File: src/rtl/gemm_tile_sequencer.sv
// gemm_tile_sequencer
//   Walks an M x K x N matrix multiply in BLK_M x BLK_K x BLK_N tiles
//   (n outer, m middle, k inner). For each tile it programs the gemm
//   register block over a single-beat system bus and waits until the engine
//   has room for the next tile. After the last tile it polls for completion.
//   Bus read data arrives one cycle after the read request, so each poll
//   ignores the data returned in its first cycle.
//
//   Optional feature: define GEMM_SEQ_PERF_CNT_EN to build the busy-cycle
//   and full-stall counters. Without it both counters read as constant 0.
//
//   BLK_M, BLK_K and BLK_N must be 1..31 so each tile size fits the 5-bit
//   fields of the DIM register. DIM_W must be at least 5.
module gemm_tile_sequencer #(
    parameter int          BLK_M     = 16,
    parameter int          BLK_K     = 16,
    parameter int          BLK_N     = 16,
    parameter int          DIM_W     = 16,
    parameter logic [31:0] BASE_ADDR = 32'h9000_0000
) (
    input  logic             clk,
    input  logic             rst,
    input  logic             start,
    input  logic [DIM_W-1:0] dim_m,
    input  logic [DIM_W-1:0] dim_k,
    input  logic [DIM_W-1:0] dim_n,
    input  logic [31:0]      a_base,
    input  logic [31:0]      b_base,
    input  logic [31:0]      c_base,
    output logic             bus_en,
    output logic             bus_rdwr,
    output logic [31:0]      bus_addr,
    output logic [31:0]      bus_wr_data,
    input  logic [31:0]      bus_rd_data,
    output logic             busy,
    output logic             done,
    output logic             err,
    output logic [15:0]      tile_cnt,
    output logic [31:0]      perf_cycles,
    output logic [31:0]      perf_stall
);

    // Register offsets inside the gemm block.
    localparam logic [31:0] OFS_AADDR = 32'd0;
    localparam logic [31:0] OFS_BADDR = 32'd4;
    localparam logic [31:0] OFS_CADDR = 32'd8;
    localparam logic [31:0] OFS_ASTR  = 32'd12;
    localparam logic [31:0] OFS_BSTR  = 32'd16;
    localparam logic [31:0] OFS_CTRL  = 32'd20;
    localparam logic [31:0] OFS_DIM   = 32'd24;

    // Loop sums are one bit wider than a dimension so k+BLK_K cannot wrap.
    localparam int CW = DIM_W + 1;

    typedef enum logic [3:0] {
        S_IDLE,
        S_ZERO,
        S_WR_ASTR,
        S_WR_BSTR,
        S_WR_AADDR,
        S_WR_BADDR,
        S_WR_CADDR,
        S_WR_CTRL,
        S_WR_DIM,
        S_POLL_FULL,
        S_NEXT,
        S_POLL_DONE
    } state_t;

    state_t           r_state;
    logic [DIM_W-1:0] r_dim_m, r_dim_k, r_dim_n;
    logic [31:0]      r_a_base, r_b_base, r_c_base;
    logic [DIM_W-1:0] r_m, r_k, r_n;
    logic             r_poll_vld;
    logic             r_bus_en, r_bus_rdwr;
    logic [31:0]      r_bus_addr, r_bus_wr_data;
    logic             r_busy, r_done, r_err;
    logic [15:0]      r_tile_cnt;

    // Only bit 0 of the read data carries status.
    logic w_unused_rd;
    assign w_unused_rd = ^bus_rd_data[31:1];

    // A start is taken only from IDLE, and never in the cycle done is shown.
    logic w_start_acc;
    assign w_start_acc = (r_state == S_IDLE) && start && !r_done;

    logic w_dim_zero;
    assign w_dim_zero = (dim_m == '0) || (dim_k == '0) || (dim_n == '0);

    // Next loop positions and wrap detection.
    logic [CW-1:0] w_k_nxt, w_m_nxt, w_n_nxt;
    logic          w_k_wrap, w_m_wrap, w_n_wrap;
    assign w_k_nxt  = {1'b0, r_k} + CW'(BLK_K);
    assign w_m_nxt  = {1'b0, r_m} + CW'(BLK_M);
    assign w_n_nxt  = {1'b0, r_n} + CW'(BLK_N);
    assign w_k_wrap = w_k_nxt >= {1'b0, r_dim_k};
    assign w_m_wrap = w_m_nxt >= {1'b0, r_dim_m};
    assign w_n_wrap = w_n_nxt >= {1'b0, r_dim_n};

    // Remainders are never zero because each position stays below its dim.
    logic [DIM_W-1:0] w_m_rem, w_k_rem, w_n_rem;
    logic [4:0]       w_msize, w_ksize, w_nsize;
    assign w_m_rem = r_dim_m - r_m;
    assign w_k_rem = r_dim_k - r_k;
    assign w_n_rem = r_dim_n - r_n;
    assign w_msize = (w_m_rem >= DIM_W'(BLK_M)) ? 5'(BLK_M) : w_m_rem[4:0];
    assign w_ksize = (w_k_rem >= DIM_W'(BLK_K)) ? 5'(BLK_K) : w_k_rem[4:0];
    assign w_nsize = (w_n_rem >= DIM_W'(BLK_N)) ? 5'(BLK_N) : w_n_rem[4:0];

    // Tile register values; all address math is 32-bit with wrap.
    logic [31:0] w_a_addr, w_b_addr, w_c_addr, w_ctrl_word, w_dim_word;
    assign w_a_addr    = r_a_base + 32'(r_m) * 32'(r_dim_k) + 32'(r_k);
    assign w_b_addr    = r_b_base + 32'(r_n)
                       + (32'(r_k) + 32'(w_ksize) - 32'd1) * 32'(r_dim_n);
    assign w_c_addr    = r_c_base + 32'(r_m) * 32'(r_dim_n) + 32'(r_n);
    assign w_ctrl_word = {30'd0, (r_k == '0), w_k_wrap};
    assign w_dim_word  = {17'd0, w_nsize, w_ksize, w_msize};

    // Sequencer FSM; bus outputs are registered for the state being entered.
    // NOTE: every flop here uses <= so all branches see the same pre-edge
    // values; a blocking = would let later branches see half-updated state.
    always_ff @(posedge clk or negedge rst) begin
        if (!rst) begin
            r_state       <= S_IDLE;
            r_dim_m       <= '0;
            r_dim_k       <= '0;
            r_dim_n       <= '0;
            r_a_base      <= '0;
            r_b_base      <= '0;
            r_c_base      <= '0;
            r_m           <= '0;
            r_k           <= '0;
            r_n           <= '0;
            r_poll_vld    <= 1'b0;
            r_bus_en      <= 1'b0;
            r_bus_rdwr    <= 1'b0;
            r_bus_addr    <= '0;
            r_bus_wr_data <= '0;
            r_busy        <= 1'b0;
            r_done        <= 1'b0;
            r_err         <= 1'b0;
            r_tile_cnt    <= '0;
        end else begin
            r_done <= 1'b0;
            case (r_state)
                S_IDLE: begin
                    r_bus_en <= 1'b0;
                    if (w_start_acc) begin
                        r_dim_m    <= dim_m;
                        r_dim_k    <= dim_k;
                        r_dim_n    <= dim_n;
                        r_a_base   <= a_base;
                        r_b_base   <= b_base;
                        r_c_base   <= c_base;
                        r_m        <= '0;
                        r_k        <= '0;
                        r_n        <= '0;
                        r_tile_cnt <= '0;
                        r_busy     <= 1'b1;
                        if (w_dim_zero) begin
                            r_err   <= 1'b1;
                            r_state <= S_ZERO;
                        end else begin
                            r_err         <= 1'b0;
                            r_state       <= S_WR_ASTR;
                            r_bus_en      <= 1'b1;
                            r_bus_rdwr    <= 1'b1;
                            r_bus_addr    <= BASE_ADDR + OFS_ASTR;
                            r_bus_wr_data <= 32'(dim_k);
                        end
                    end
                end
                S_ZERO: begin
                    r_state <= S_IDLE;
                    r_busy  <= 1'b0;
                    r_done  <= 1'b1;
                end
                S_WR_ASTR: begin
                    r_state       <= S_WR_BSTR;
                    r_bus_addr    <= BASE_ADDR + OFS_BSTR;
                    r_bus_wr_data <= 32'(r_dim_n);
                end
                S_WR_BSTR: begin
                    r_state       <= S_WR_AADDR;
                    r_bus_addr    <= BASE_ADDR + OFS_AADDR;
                    r_bus_wr_data <= w_a_addr;
                end
                S_WR_AADDR: begin
                    r_state       <= S_WR_BADDR;
                    r_bus_addr    <= BASE_ADDR + OFS_BADDR;
                    r_bus_wr_data <= w_b_addr;
                end
                S_WR_BADDR: begin
                    r_state       <= S_WR_CADDR;
                    r_bus_addr    <= BASE_ADDR + OFS_CADDR;
                    r_bus_wr_data <= w_c_addr;
                end
                S_WR_CADDR: begin
                    r_state       <= S_WR_CTRL;
                    r_bus_addr    <= BASE_ADDR + OFS_CTRL;
                    r_bus_wr_data <= w_ctrl_word;
                end
                S_WR_CTRL: begin
                    r_state       <= S_WR_DIM;
                    r_bus_addr    <= BASE_ADDR + OFS_DIM;
                    r_bus_wr_data <= w_dim_word;
                end
                S_WR_DIM: begin
                    r_state    <= S_POLL_FULL;
                    r_bus_rdwr <= 1'b0;
                    r_bus_addr <= BASE_ADDR;
                    r_poll_vld <= 1'b0;
                end
                S_POLL_FULL: begin
                    // First cycle only issues the read; data is valid after.
                    if (!r_poll_vld) begin
                        r_poll_vld <= 1'b1;
                    end else if (!bus_rd_data[0]) begin
                        r_state  <= S_NEXT;
                        r_bus_en <= 1'b0;
                    end
                end
                S_NEXT: begin
                    r_tile_cnt <= r_tile_cnt + 16'd1;
                    r_bus_en   <= 1'b1;
                    if (w_k_wrap) begin
                        r_k <= '0;
                        if (w_m_wrap) begin
                            r_m <= '0;
                            r_n <= w_n_nxt[DIM_W-1:0];
                        end else begin
                            r_m <= w_m_nxt[DIM_W-1:0];
                        end
                    end else begin
                        r_k <= w_k_nxt[DIM_W-1:0];
                    end
                    if (w_k_wrap && w_m_wrap && w_n_wrap) begin
                        r_state    <= S_POLL_DONE;
                        r_bus_rdwr <= 1'b0;
                        r_bus_addr <= BASE_ADDR + OFS_DIM;
                        r_poll_vld <= 1'b0;
                    end else begin
                        r_state       <= S_WR_ASTR;
                        r_bus_rdwr    <= 1'b1;
                        r_bus_addr    <= BASE_ADDR + OFS_ASTR;
                        r_bus_wr_data <= 32'(r_dim_k);
                    end
                end
                S_POLL_DONE: begin
                    if (!r_poll_vld) begin
                        r_poll_vld <= 1'b1;
                    end else if (bus_rd_data[0]) begin
                        r_state  <= S_IDLE;
                        r_bus_en <= 1'b0;
                        r_busy   <= 1'b0;
                        r_done   <= 1'b1;
                    end
                end
                default: begin
                    r_state  <= S_IDLE;
                    r_bus_en <= 1'b0;
                    r_busy   <= 1'b0;
                end
            endcase
        end
    end

    assign bus_en      = r_bus_en;
    assign bus_rdwr    = r_bus_rdwr;
    assign bus_addr    = r_bus_addr;
    assign bus_wr_data = r_bus_wr_data;
    assign busy        = r_busy;
    assign done        = r_done;
    assign err         = r_err;
    assign tile_cnt    = r_tile_cnt;

`ifdef GEMM_SEQ_PERF_CNT_EN
    logic [31:0] r_perf_cycles, r_perf_stall;

    // Saturating busy-cycle and full-stall counters, cleared per job.
    always_ff @(posedge clk or negedge rst) begin
        if (!rst) begin
            r_perf_cycles <= '0;
            r_perf_stall  <= '0;
        end else if (w_start_acc) begin
            r_perf_cycles <= '0;
            r_perf_stall  <= '0;
        end else begin
            if (r_busy && (r_perf_cycles != '1)) begin
                r_perf_cycles <= r_perf_cycles + 32'd1;
            end
            if ((r_state == S_POLL_FULL) && bus_rd_data[0]
                && (r_perf_stall != '1)) begin
                r_perf_stall <= r_perf_stall + 32'd1;
            end
        end
    end

    assign perf_cycles = r_perf_cycles;
    assign perf_stall  = r_perf_stall;
`else
    assign perf_cycles = '0;
    assign perf_stall  = '0;
`endif

endmodule

File: config.mk
export PLATFORM = sky130hd
export DESIGN_NAME = gemm_tile_sequencer
export DESIGN_NICKNAME = d
export VERILOG_FILES = /design/src/rtl/gemm_tile_sequencer.sv
export SDC_FILE = /design/constraint.sdc
export NUM_CORES = 2
export LEC_CHECK = 0
export ABC_AREA = 1
export BUFFER_PORTS_ARGS = -buffer_cell sky130_fd_sc_hd__clkbuf_2
export CAP_MARGIN = 20
export CORE_ASPECT_RATIO = 0.9
export CORE_MARGIN = 2
export CORE_UTILIZATION = 63
export CTS_CLUSTER_DIAMETER = 120
export DETAILED_ROUTE_END_ITERATION = 10
export GPL_ROUTABILITY_DRIVEN = 0
export HOLD_SLACK_MARGIN = 0.08
export PLACE_DENSITY = 0.83
export SLEW_MARGIN = 20
export SYNTH_ARGS = -nofsm -noshare
export SYNTH_HDL_FRONTEND = slang
export SYNTH_SLANG_ARGS = --single-unit
File: constraint.sdc
create_clock -name clk -period 11.2 [get_ports clk]
set_clock_uncertainty 0.1 [all_clocks]
set_input_delay 0 -clock clk [delete_from_list [all_inputs] [get_ports clk]]
set_output_delay 0 -clock clk [all_outputs]
set_load 0.02 [all_outputs]
==> key figures <==
Drt
  – Number of nets with antenna violations after routing: 0
  – DRC errors left: 0
  – Top Metal Used: met5
  – Per-cell routed wire length: ~20 µm
  – DRT iter0 DRCs: roughly 4.3k
  – Post-Route M1 WL: roughly 50,000 µm
  – Routed vias: a little over 40k
  – DR pass1 iterations: 7
  – Total Wirelength: between 100,000 and 150,000 µm
  – Drt via density: 5.65
  – Met3 Routed Length: ~19,000 µm
  – Met2 Wirelength: ~64,000 µm

Timing
  – Max-slew violation count: 0
  – Fin crit period: roughly 11 ns
  – Sum of negative setup slack: 0 ns
  – Final setup fails: 0
  – Fmax: approximately 0.095 GHz
  – Tcrit/Tclk final: 0.943
  – Headroom to the max-slew limit: 0.212
  – Worst Tran Pin Value: 1.15 ns
  – RSZ-0062 raised after global routing: no
  – Hold Vio Cnt, Final: 0

Yosys
  – Average cell area after synthesis: about 7.8 µm²
  – Synth Flop Type: dfrtp_1
  – Post-synthesis cell type count: 65
  – Synthesis warning total: 0
  – #FFs+latches synth: between 200 and 250
  – Cell count after synthesis: approximately 5.9k
  – EDFF count, synth: 0
  – Cell Area, Synth: between 40,000 and 50,000 µm²
  – Ys async rst share: 1.00
  – Post-synthesis sequential area ratio: 0.133

Floorplan
  – Initial Utilization: 0.636
  – Ports: approximately 330
  – Die W: 287 µm
  – Die height: 259 µm
  – Core area: between 70,000 and 80,000 µm²
  – DIE AREA: around 74,000 µm²
  – Rows: 93

Critical path
  – Slowest Stage Delay on Critical Path: around 0.7 ns
  – Worst setup EP type: flop
  – Reg-to-reg endpoint: bus_wr_data[28]$_DFFE_PN0P_
  – Worst Path Max Fanout: 10
  – Most used cell, CP: nand2_1
  – Kind of critical path: reg -> reg
  – Crit path required time: roughly 12 ns
  – Reg2reg setup slack: between 0.6 and 0.7 ns
  – Critical-path top delay cell: o21ai_0
  – Arr. time, crit path: ~11 ns
  – Launching point of the worst reg2reg path: r_k[5]$_DFFE_PN0P_
  – FF-to-FF path depth: 49
  – Startpoint types: flop

Layout
  – Fin area: 51,000 µm²
  – Commonest non-fill, non-tap cell in the layout: inv_1
  – Area delta synth->final: 12.2%
  – Final Net Count: around 7.6k
  – Post-route insts no fill: about 7.3k
  – Core Util, Final: 0.714
  – Most frequent cells in the layout: 1,468 x inv_1, 1,307 x nand2_1, 746 x fa_1
  – Ratio of cells with drive above 1 in the final layout: 0.0670

Hold path
  – Hold Crit Start: b_base[18]
  – Hold crit path type: in -> reg
  – Worst hold endpoint: r_b_base[18]$_DFFE_PN0P_
  – Hold path depth: 4

Clock tree
  – CTS max path bufs: 3
  – # clock sinks: ~240
  – Clock latency on the worst-skew pair: between 0.6 and 0.7 ns
  – CTS tree: yes
  – Worst-path clk slew: ~0.070 ns
  – Inserted Clock Buffers: 34
  – H-tree levels: 2
  – Root Buffer: clkbuf_16

Global routing
  – Largest net degree at the start of global routing: 90
  – Vias in the first global route: around 43k
  – Initial antenna violation count: 6
  – Congestion Overflow GR: 0
  – First-pass GRT wire length: 225,000 µm
  – Gr usage total: 0.395

Placed design
  – Dpl cell area: between 40,000 and 50,000 µm²
  – # port buffers: between 200 and 250
  – HPWL Detailed: ~110,000 µm
  – Dpl cells: between 6k and 7k

Status
  – Status: complete, no violations

Run
  – Max Cap Viol: 0
## metal layers
metal	track usage	vias to the layer above
met3	0.122	694
met1	0.483	19628
met2	0.613	2673
met5	0	-
met4	0.245	6
li1	-	18115
## metrics by stage
step	setup WS, ns	hold slack, ns
after floorplan	2.26	-0.396
after global placement	1.03	0.0799
after detailed placement	0.825	0.0883
after CTS	0.781	0.0815
after global routing	0.0907	0.124
final	0.636	0.0992
## cells by family after synthesis
kind of cell	Yosys count	synth area share
other	2	0.000165
muxes	5	0.00110
adders and majority gates	1132	0.435
buffers and inverters	1774	0.156
AOI/OAI and AO/OA	609	0.0761
DFF	242	0.133
xor gates and xnor gates	87	0.0168
and+or+nand+nor	2005	0.181
## flip-flops by register name (all words and copies together) (netlist names), 4 cells and up
name         flops
r_k             12
r_c_base        32
r_m             12
r_a_base        32
r_dim_m         16
bus_wr_data     32
r_n             12
tile_cnt        16
bus_addr         4
r_b_base        32
r_state          4
r_dim_k         16
r_dim_n         16
## worst max-delay path by stage
stage / to / slack, ns / cells after the start / from
after CTS: bus_wr_data[29]$_DFFE_PN0P_ / 0.78 / 55 / r_k[4]$_DFFE_PN0P_
after detailed placement: bus_wr_data[29]$_DFFE_PN0P_ / 0.83 / 55 / r_k[4]$_DFFE_PN0P_
final: bus_wr_data[28]$_DFFE_PN0P_ / 0.64 / 49 / r_k[5]$_DFFE_PN0P_
after global routing: bus_wr_data[29]$_DFFE_PN0P_ / 0.09 / 53 / r_k[4]$_DFFE_PN0P_
after floorplan: bus_wr_data[29]$_DFFE_PN0P_ / 2.26 / 55 / r_k[4]$_DFFE_PN0P_
after global placement: bus_wr_data[29]$_DFFE_PN0P_ / 1.03 / 53 / r_k[4]$_DFFE_PN0P_
## cells in the mapped netlist (14+ instances only)
| library cell | count | area [µm²] |
|---|---|---|
| xnor2_1 | 26 | 228 |
| nand4_1 | 54 | 338 |
| o22ai_1 | 31 | 194 |
| o21bai_1 | 14 | 105 |
| a21o_1 | 17 | 128 |
| ha_1 | 386 | 4830 |
| buf_4 | 95 | 713 |
| xor2_1 | 61 | 534 |
| nor2_1 | 356 | 1340 |
| nor3_1 | 37 | 185 |
| buf_2 | 37 | 185 |
| or2_2 | 26 | 163 |
| fa_1 | 746 | 14900 |
| dfrtp_1 | 242 | 6060 |
| clkbuf_1 | 131 | 492 |
| o2111ai_1 | 18 | 158 |
| nor4_1 | 16 | 100 |
| nand3_1 | 164 | 821 |
| inv_1 | 1469 | 5510 |
| a21oi_1 | 202 | 1010 |
| o21ai_0 | 243 | 1220 |
| nand2_1 | 1308 | 4910 |
## layout make-up
class	count	area, µm²
multi-input combinational	4012	32900
fill	5340	20500
sequential	242	6060
inverter	1495	5620
timing repair buffer	520	4010
tap	950	1190
clock buffer	42	901
clock inverter	18	262
antenna	4	10.0
## repair_timing
action                     4_1_cts  5_1_grt
setup endpoints to repair        0        3
setup buffers                    0        3
gates resized for setup          0        4
hold endpoints to repair       293        0
hold buffers                   237        0
## worst max-delay path, delay by kind of cell (launching register included)
family                   cells  cell delay [ns]
AND/OR/NAND/NOR             20             2.37
flip-flops                   1             0.52
adder cells (fa/ha/maj)     10             4.33
AO/OA/AOI/OAI                9             2.30
buffers and inverters       10             0.77
Power is not shown: default switching activity piles up to over one toggle a cycle in this logic, so the estimate is an artifact.
